## src/rtl/mem_stage.sv

```systemverilog
// Purpose : memory-access pipeline stage; latches the execute bus and merges SRAM load data into the result.
// Latency : one cycle execute -> write-back when write-back accepts; SRAM read data is taken the cycle after accept.
// Backpres: ms_allowin drops while holding a valid instruction and write-back stalls; load data is captured so the result stays stable.
//
// Ports:
//   clk, resetn                    clock and asynchronous active-low reset
//   es_to_ms_valid/es_to_ms_bus    execute offer {res_from_mem, gr_we, dest, alu_result, pc}
//   ms_allowin                     this stage can take a new instruction
//   ws_allowin                     write-back can take an instruction
//   ms_to_ws_valid/ms_to_ws_bus    write-back offer {gr_we, dest, final_result, pc}
//   data_sram_rdata                synchronous SRAM read data (valid the cycle after the address cycle)
//   ms_write_reg/ms_reg_dest       hazard info for decode
//   ms_fwd_ok/ms_to_ds_bus         forwarding info for decode
module mem_stage #(
    parameter int ES_TO_MS_BUS_WD = 71,
    parameter int MS_TO_WS_BUS_WD = 70
) (
    input  logic                       clk,
    input  logic                       resetn,
    input  logic                       es_to_ms_valid,
    input  logic [ES_TO_MS_BUS_WD-1:0] es_to_ms_bus,
    output logic                       ms_allowin,
    input  logic                       ws_allowin,
    output logic                       ms_to_ws_valid,
    output logic [MS_TO_WS_BUS_WD-1:0] ms_to_ws_bus,
    input  logic [31:0]                data_sram_rdata,
    output logic                       ms_write_reg,
    output logic [4:0]                 ms_reg_dest,
    output logic                       ms_fwd_ok,
    output logic [31:0]                ms_to_ds_bus
);

    typedef struct packed {
        logic        res_from_mem;
        logic        gr_we;
        logic [4:0]  dest;
        logic [31:0] alu_result;
        logic [31:0] pc;
    } es_bus_t;

    es_bus_t     r_es_bus;
    logic        r_ms_valid;
    logic        r_first;       // high only in the cycle whose SRAM read data belongs to us
    logic        r_buf_valid;
    logic [31:0] r_rdata_buf;

    logic        w_ms_ready_go;
    logic        w_accept;
    logic        w_capture;
    logic [31:0] w_load_data;
    logic [31:0] w_final_result;

    assign w_ms_ready_go  = 1'b1;
    assign ms_allowin     = !r_ms_valid || (w_ms_ready_go && ws_allowin);
    assign ms_to_ws_valid = r_ms_valid && w_ms_ready_go;
    assign w_accept       = ms_allowin && es_to_ms_valid;

    // Live read data is only present in the first cycle; if write-back is
    // stalling then, keep a copy so the result survives the stall.
    assign w_capture = r_ms_valid && r_es_bus.res_from_mem && r_first && !ws_allowin;

    always_ff @(posedge clk or negedge resetn) begin
        if (!resetn) begin
            r_ms_valid  <= 1'b0;
            r_es_bus    <= '0;
            r_first     <= 1'b0;
            r_buf_valid <= 1'b0;
            r_rdata_buf <= 32'h0;
        end else begin
            if (ms_allowin) begin
                r_ms_valid <= es_to_ms_valid;
            end
            if (w_accept) begin
                // A new arrival discards whatever the previous instruction buffered.
                r_es_bus    <= es_to_ms_bus;
                r_first     <= 1'b1;
                r_buf_valid <= 1'b0;
            end else begin
                r_first <= 1'b0;
                if (w_capture) begin
                    r_rdata_buf <= data_sram_rdata;
                    r_buf_valid <= 1'b1;
                end
            end
        end
    end

    assign w_load_data    = r_buf_valid ? r_rdata_buf : data_sram_rdata;
    assign w_final_result = r_es_bus.res_from_mem ? w_load_data : r_es_bus.alu_result;

    assign ms_to_ws_bus = {r_es_bus.gr_we, r_es_bus.dest, w_final_result, r_es_bus.pc};

    assign ms_write_reg = r_ms_valid && r_es_bus.gr_we;
    assign ms_reg_dest  = r_es_bus.dest;
    assign ms_to_ds_bus = w_final_result;
    assign ms_fwd_ok    = r_ms_valid && (!r_es_bus.res_from_mem || r_first || r_buf_valid);

endmodule

```

## config.mk

```make
export PLATFORM = sky130hd
export DESIGN_NAME = mem_stage
export DESIGN_NICKNAME = d
export VERILOG_FILES = /design/src/rtl/mem_stage.sv
export SDC_FILE = /design/constraint.sdc
export NUM_CORES = 1
export LEC_CHECK = 0
export CORE_MARGIN = 2
export CORE_UTILIZATION = 44
export CTS_BUF_LIST = sky130_fd_sc_hd__clkbuf_8
export CTS_CLUSTER_DIAMETER = 150
export DETAILED_ROUTE_END_ITERATION = 10
export MAX_ROUTING_LAYER = met4
export PLACE_DENSITY = 0.81
export SKIP_LAST_GASP = 1
export SLEW_MARGIN = 10
export SYNTH_ARGS = -nofsm -noshare
export SYNTH_HDL_FRONTEND = slang
export SYNTH_SLANG_ARGS = --single-unit
```

## constraint.sdc

```tcl
create_clock -name clk -period 1.6 [get_ports clk]
set_input_delay 0.32 -clock clk [delete_from_list [all_inputs] [get_ports clk]]
set_output_delay 0.32 -clock clk [all_outputs]
set_load 0.01 [all_outputs]
```

Yosys cells after proc, flatten, opt, wreduce, memory -nomap -nowiden:

Cells that the tools add are included.

* bits in registers: 106
* input bits: 107
* logic and storage cells: 29

* mux-type cells: 5
* bitwise logic cells: 1
* reductions and logical operators: 14

Operators by type and width (number)
* $mux 32: 2
* $logic_and 1x1->1: 6
* $logic_not 1->1: 3
* $logic_or 1x1->1: 3
* $mux 1: 3
* $reduce_and 2->1: 1
* $reduce_bool 2->1: 1
* $not 1->1: 1

Depth between registers and ports, before layout:

Gate-level depths: netlist of run 1.

* depth in word-level cells: 5
* gate-level depth with buffers: 5
* mapped depth without buffers: 3

Worst setup path before layout of run 1:

No wires, ideal clock.

* kind: register to output
* start: reg r_buf_valid
* end: out ms_to_ws_bus[34]
* arrival time: 1.252 ns
* setup slack: 0.028 ns
* stages on the path, launching flop included: 6
* buffers on the path: 3
* cell sequence: dfrtp_1 buf_2 buf_4 mux2i_1 a21oi_1 buf_4

* word-level cells in the longest chain between the ends: 2

Ends and longest elaborated chain
* start: declaration: line 44 `logic r_buf_valid;`
* start signal: assignment: line 67 `r_buf_valid <= 1'b0;`
* start signal: assignment: line 77 `r_buf_valid <= 1'b0;`
* start signal: assignment: line 82 `r_buf_valid <= 1'b1;`
* $mux 32: line 88 `assign w_load_data = r_buf_valid ? r_rdata_buf : data_sram_rdata;`
* $mux 32: line 89 `assign w_final_result = r_es_bus.res_from_mem ? w_load_data : r_es_bus.alu_result;`
* end: declaration: line 25 `output logic [MS_TO_WS_BUS_WD-1:0] ms_to_ws_bus,`

Every way passes these cells.

Worst setup path in the final report of run 1:

* start: reg r_buf_valid
* end: out ms_to_ds_bus[21]

* word-level cells in the longest chain between the ends: 2

Ends and longest elaborated chain
* $mux 32: line 88
* $mux 32: line 89
* end: declaration: line 30 `output logic [31:0] ms_to_ds_bus`

Every way passes these cells.

==> flow_summary.html, run 1 <==
<table>
<tr><th>Metric</th><th>Value</th></tr>
<tr><th colspan="2">Synth</th></tr>
<tr><td>Count of state elements after synthesis</td><td>roughly 110</td></tr>
<tr><td>Mean cell area of the mapped netlist</td><td>12.6 µm²</td></tr>
<tr><td>Multiplexer share of the synthesized area</td><td>28.6%</td></tr>
<tr><td>Post-Synth Simple-Gate Area</td><td>3.14%</td></tr>
<tr><td>Number of nets in the synthesized netlist</td><td>517</td></tr>
<tr><td>Post-Synth Adder-Cell Area</td><td>0%</td></tr>
<tr><td>Share of synthesized area occupied by flip-flops and latches</td><td>51.3%</td></tr>
<tr><td>Synthesized instance count</td><td>410</td></tr>
<tr><td>Cell Area, Synth</td><td>0.00517 mm²</td></tr>
<tr><td>Area fraction in compound gates after synthesis</td><td>3.46%</td></tr>
<tr><td>Main combinational cell family by area after synthesis</td><td>multiplexers</td></tr>
<tr><td>Yosys warning total</td><td>0</td></tr>
<tr><td>Synth Area in XOR/XNOR</td><td>0%</td></tr>
<tr><td>Synth unique cells</td><td>18</td></tr>
<tr><th colspan="2">Pwr</th></tr>
<tr><td>Power per cell area</td><td>1070 mW/mm²</td></tr>
<tr><td>Worst supply voltage drop on vdd</td><td>~0.55 mV</td></tr>
<tr><td>Total leakage power</td><td>approximately 3.2 nW</td></tr>
<tr><th colspan="2">Drt</th></tr>
<tr><td>Post-route DRC</td><td>0</td></tr>
<tr><td>Vias post-DR</td><td>3601</td></tr>
<tr><td>Iteration-0 DRC count of the detailed router</td><td>121</td></tr>
<tr><td>Pre-antenna DRT Iters</td><td>7</td></tr>
<tr><td>Vias per Instance</td><td>5.04</td></tr>
<tr><td>Post-detailed-routing wire length</td><td>12200 µm</td></tr>
<tr><td>WL per Instance</td><td>17.1 µm</td></tr>
<tr><td>Antenna Violating Nets Remaining</td><td>0</td></tr>
<tr><th colspan="2">Clock network</th></tr>
<tr><td>CTS sink cnt</td><td>around 110</td></tr>
<tr><td>Maximum number of buffers from clock root to sink</td><td>2</td></tr>
<tr><td>Clock transition time at the flip-flop clock pins of the worst setup and hold paths</td><td>approximately 0.090 ns</td></tr>
<tr><td>Clock H-tree levels</td><td>3</td></tr>
<tr><td>Clock latency reported for the late side of the worst-skew pair</td><td>around 0.37 ns</td></tr>
<tr><td>CTS Buf Count</td><td>9</td></tr>
<tr><td>Clock tree from TritonCTS</td><td>built</td></tr>
<tr><td>Master cell of the clock root buffer</td><td>sky130_fd_sc_hd__clkbuf_8</td></tr>
<tr><th colspan="2">Finish</th></tr>
<tr><td>Number of filler cells placed in the layout</td><td>929</td></tr>
<tr><td>Commonest non-fill, non-tap cells in the layout</td><td>105 x sky130_fd_sc_hd__clkdlybuf4s50_1, 103 x sky130_fd_sc_hd__dfrtp_1, 74 x sky130_fd_sc_hd__mux2_2, 53 x sky130_fd_sc_hd__dlygate4sd2_1, 29 x sky130_fd_sc_hd__mux2_1</td></tr>
<tr><td>Area growth from synthesis to final layout</td><td>42.2%</td></tr>
<tr><td>Antenna Cells</td><td>0</td></tr>
<tr><td>Post-route non-filler standard cell count</td><td>between 700 and 800</td></tr>
<tr><td>Fraction of layout cells with a size suffix above 1</td><td>36.2%</td></tr>
<tr><td>Most common library cell in the layout ignoring fill and taps</td><td>sky130_fd_sc_hd__clkdlybuf4s50_1</td></tr>
<tr><td>Number of nets at the end of the flow</td><td>around 680</td></tr>
<tr><th colspan="2">Setup path</th></tr>
<tr><td>Crit path required time</td><td>1.28 ns</td></tr>
<tr><td>Crit-path max FO</td><td>4</td></tr>
<tr><td>Data arrival time of the critical path</td><td>1.65 ns</td></tr>
<tr><td>Cell Chain, Critical Path</td><td>buf_4, buf_6, mux2i_4, a21oi_4, buf_4, buf_6</td></tr>
<tr><td>Slowest cell delay on critical path</td><td>0.46 ns</td></tr>
<tr><td>Worst setup EP type</td><td>output pin</td></tr>
<tr><td>Launching point of the worst reg2reg path</td><td>r_es_bus[70]$_DFFE_PN0N_</td></tr>
<tr><td>Slowest stage cell on the critical path</td><td>sky130_fd_sc_hd__dfrtp_2</td></tr>
<tr><td>Worst-case reg-to-reg path depth</td><td>4</td></tr>
<tr><td>Capture point of the worst reg-to-reg path</td><td>r_rdata_buf[24]$_DFFE_PN0P_</td></tr>
<tr><td>Worst setup path category</td><td>flip-flop to output pin</td></tr>
<tr><td>Kind of launch point of the worst setup path</td><td>flip-flop</td></tr>
<tr><td>Reg2reg setup slack</td><td>0.08 ns</td></tr>
<tr><td>Critical path launch point</td><td>r_buf_valid$_DFFE_PN0P_</td></tr>
<tr><td>Critical Path End</td><td>ms_to_ds_bus[21]</td></tr>
<tr><th colspan="2">Timing</th></tr>
<tr><td>Count of endpoints failing setup in the final report</td><td>65</td></tr>
<tr><td>Slew Limit Fails</td><td>0</td></tr>
<tr><td>Unrepaired setup endpoints after global routing</td><td>true</td></tr>
<tr><td>Final period demand of the worst path</td><td>between 1.5 and 2 ns</td></tr>
<tr><td>Peak Freq</td><td>between 500 and 600 MHz</td></tr>
<tr><td>Final worst-path cycle share</td><td>123%</td></tr>
<tr><td>Final count of hold timing violations</td><td>0</td></tr>
<tr><td>Post-layout worst setup margin</td><td>-0.369 ns</td></tr>
<tr><td>Max-Slew Margin vs Limit</td><td>78.9%</td></tr>
<tr><td>Clock skew after layout</td><td>between 0.004 and 0.005 ns</td></tr>
<tr><td>Worst Max-Slew Pin Slew</td><td>between 0.3 and 0.4 ns</td></tr>
<tr><td>Min Hold Slack</td><td>0.381 ns</td></tr>
<tr><th colspan="2">GRT</th></tr>
<tr><td>Pin count of the biggest net entering global routing</td><td>53</td></tr>
<tr><td>Total gr overflow</td><td>0</td></tr>
<tr><td>Wire length of the first global-routing pass</td><td>19500 µm</td></tr>
<tr><td>Overall track demand over capacity in global routing</td><td>20.3%</td></tr>
<tr><td>Antenna violations before repair</td><td>0</td></tr>
<tr><td>Number of global-route vias before repair</td><td>3962</td></tr>
<tr><th colspan="2">Placed design</th></tr>
<tr><td>Count of port buffers added during placement</td><td>217</td></tr>
<tr><td>Detail Placement HPWL</td><td>9090 µm</td></tr>
<tr><td>Pre-CTS setup slack</td><td>-0.446 ns</td></tr>
<tr><td>Final weighted congestion in routability-driven placement</td><td>around 0.79</td></tr>
<tr><td>Post-placement cell count</td><td>around 690</td></tr>
<tr><th colspan="2">Flow run</th></tr>
<tr><td>Max-capacitance violation count</td><td>0</td></tr>
<tr><th colspan="2">Outcome</th></tr>
<tr><td>Status</td><td>finished, violations left</td></tr>
<tr><td>Failing checks</td><td>negative setup slack</td></tr>
<tr><th colspan="2">Die</th></tr>
<tr><td>Die Span X</td><td>112 µm</td></tr>
<tr><td>I/O pin cnt</td><td>218</td></tr>
<tr><td>Die Height</td><td>112 µm</td></tr>
<tr><td>Core Box Area</td><td>0.0115 mm²</td></tr>
<tr><td>Starting density of the core</td><td>45.1%</td></tr>
<tr><td>Die ar.</td><td>0.0126 mm²</td></tr>
<tr><td>Std-Cell Rows</td><td>39</td></tr>
<tr><th colspan="2">Worst hold path</th></tr>
<tr><td>Worst min-delay path class</td><td>input port to async pin</td></tr>
</table>
sequential cells by signal, summed over array words and instances, names as in the netlist:
| register | cells |
|---|---|
| ms_to_ws_bus | 33 |
| r_es_bus | 33 |
| r_rdata_buf | 32 |
| ms_reg_dest | 5 |
| ms_to_ws_valid | 1 |
| r_buf_valid | 1 |
| r_first | 1 |
final cells by class:
cell class / count / area [µm²] / area share (%)
flip-flops and latches: 106 / 2660 / 36.1
repair buffers: 243 / 2320 / 31.6
multi-input cells: 206 / 1990 / 27.0
well taps: 143 / 179 / 2.43
clock buffers: 12 / 165 / 2.24
clock inverters: 3 / 38.8 / 0.527
inverters: 2 / 7.51 / 0.102
where the power goes:
group,switching [mW],leakage [nW],internal (mW),total [mW]
clock,0.858,0.110,0.837,1.69
sequential,0.312,1.25,3.23,3.54
combinational,1.16,1.87,1.47,2.64
total,2.33,3.23,5.53,7.87
per-stage QoR:
stage	setup TNS [ns]	utilization [%]	area [µm²]	power, mW
floorplan	0	-	5170	5.16
CTS	-19.84	63.4	7270	7.89
detailed placement	-41.22	61.7	7080	6.39
finish	-17.14	64.2	7360	7.87
global placement	-37.00	61.7	7080	6.28
global route	-23.26	64.2	7360	8.32
worst min path at each step:
stage,depth (start not counted),to,slack [ns],from
finish,2,r_rdata_buf[6]$_DFFE_PN0P_,0.38,resetn
global route,2,r_rdata_buf[6]$_DFFE_PN0P_,0.39,resetn
CTS,2,r_rdata_buf[6]$_DFFE_PN0P_,0.38,resetn
detailed placement,1,r_rdata_buf[6]$_DFFE_PN0P_,0.24,resetn
global placement,1,r_rdata_buf[31]$_DFFE_PN0P_,0.23,resetn
floorplan,0,ms_reg_dest[0]$_DFFE_PN0N_,0.02,resetn
Yosys cell counts (all sizes together):
cell / number / share of area [%]
nor2: 32 / 2.3
buf: 94 / 13
mux2: 103 / 22
o31a: 1 / 0.17
nand4b: 1 / 0.29
a21oi: 32 / 3.1
mux2i: 32 / 6.2
dfrtp: 106 / 51
and2: 1 / 0.12
a21bo: 1 / 0.19
nand2b: 2 / 0.29
inv: 2 / 0.15
nand2: 1 / 0.12
clkbuf: 2 / 0.15
timing repair:
action                                 CTS  global route
hold buffers                             1             0
setup endpoints to repair              114            72
buffers inserted                         6             2
endpoints found under the hold margin   20             0
pin swaps                               18             6
resized for setup                      253            42
logic make-up (layout without fill, tap and decap cells):
kind of cell / Yosys count / in the layout
AOI/OAI and AO/OA: 34 / 34
and+or+nand+nor: 37 / 37
muxes: 135 / 135
buffers and inverters: 98 / 260
DFF: 106 / 106
critical path: cells and delay by family (launching register included):
family / cells / cell delay [ns]
AO/OA/AOI/OAI: 1 / 0.15
buffers and inverters: 4 / 0.49
flip-flops: 1 / 0.46
multiplexers: 1 / 0.19
layer usage:
metal | vias to the layer above | wire [µm] | track usage, %
li1 | 1647 | - | -
met4 | 0 | 125 | 6.50
met1 | 1790 | 5180 | 24.7
met3 | 9 | 802 | 5.62
met2 | 155 | 6130 | 33.1
met5 | - | 0 | -
Power figures use the tool's default switching activity.
==> inputs of run 2 (changes only) <==
- CTS_CLUSTER_DIAMETER: 150 -> default
==> results of run 2 <==
Same layout as run 1: the final DEF is identical, and so are final timing and power.
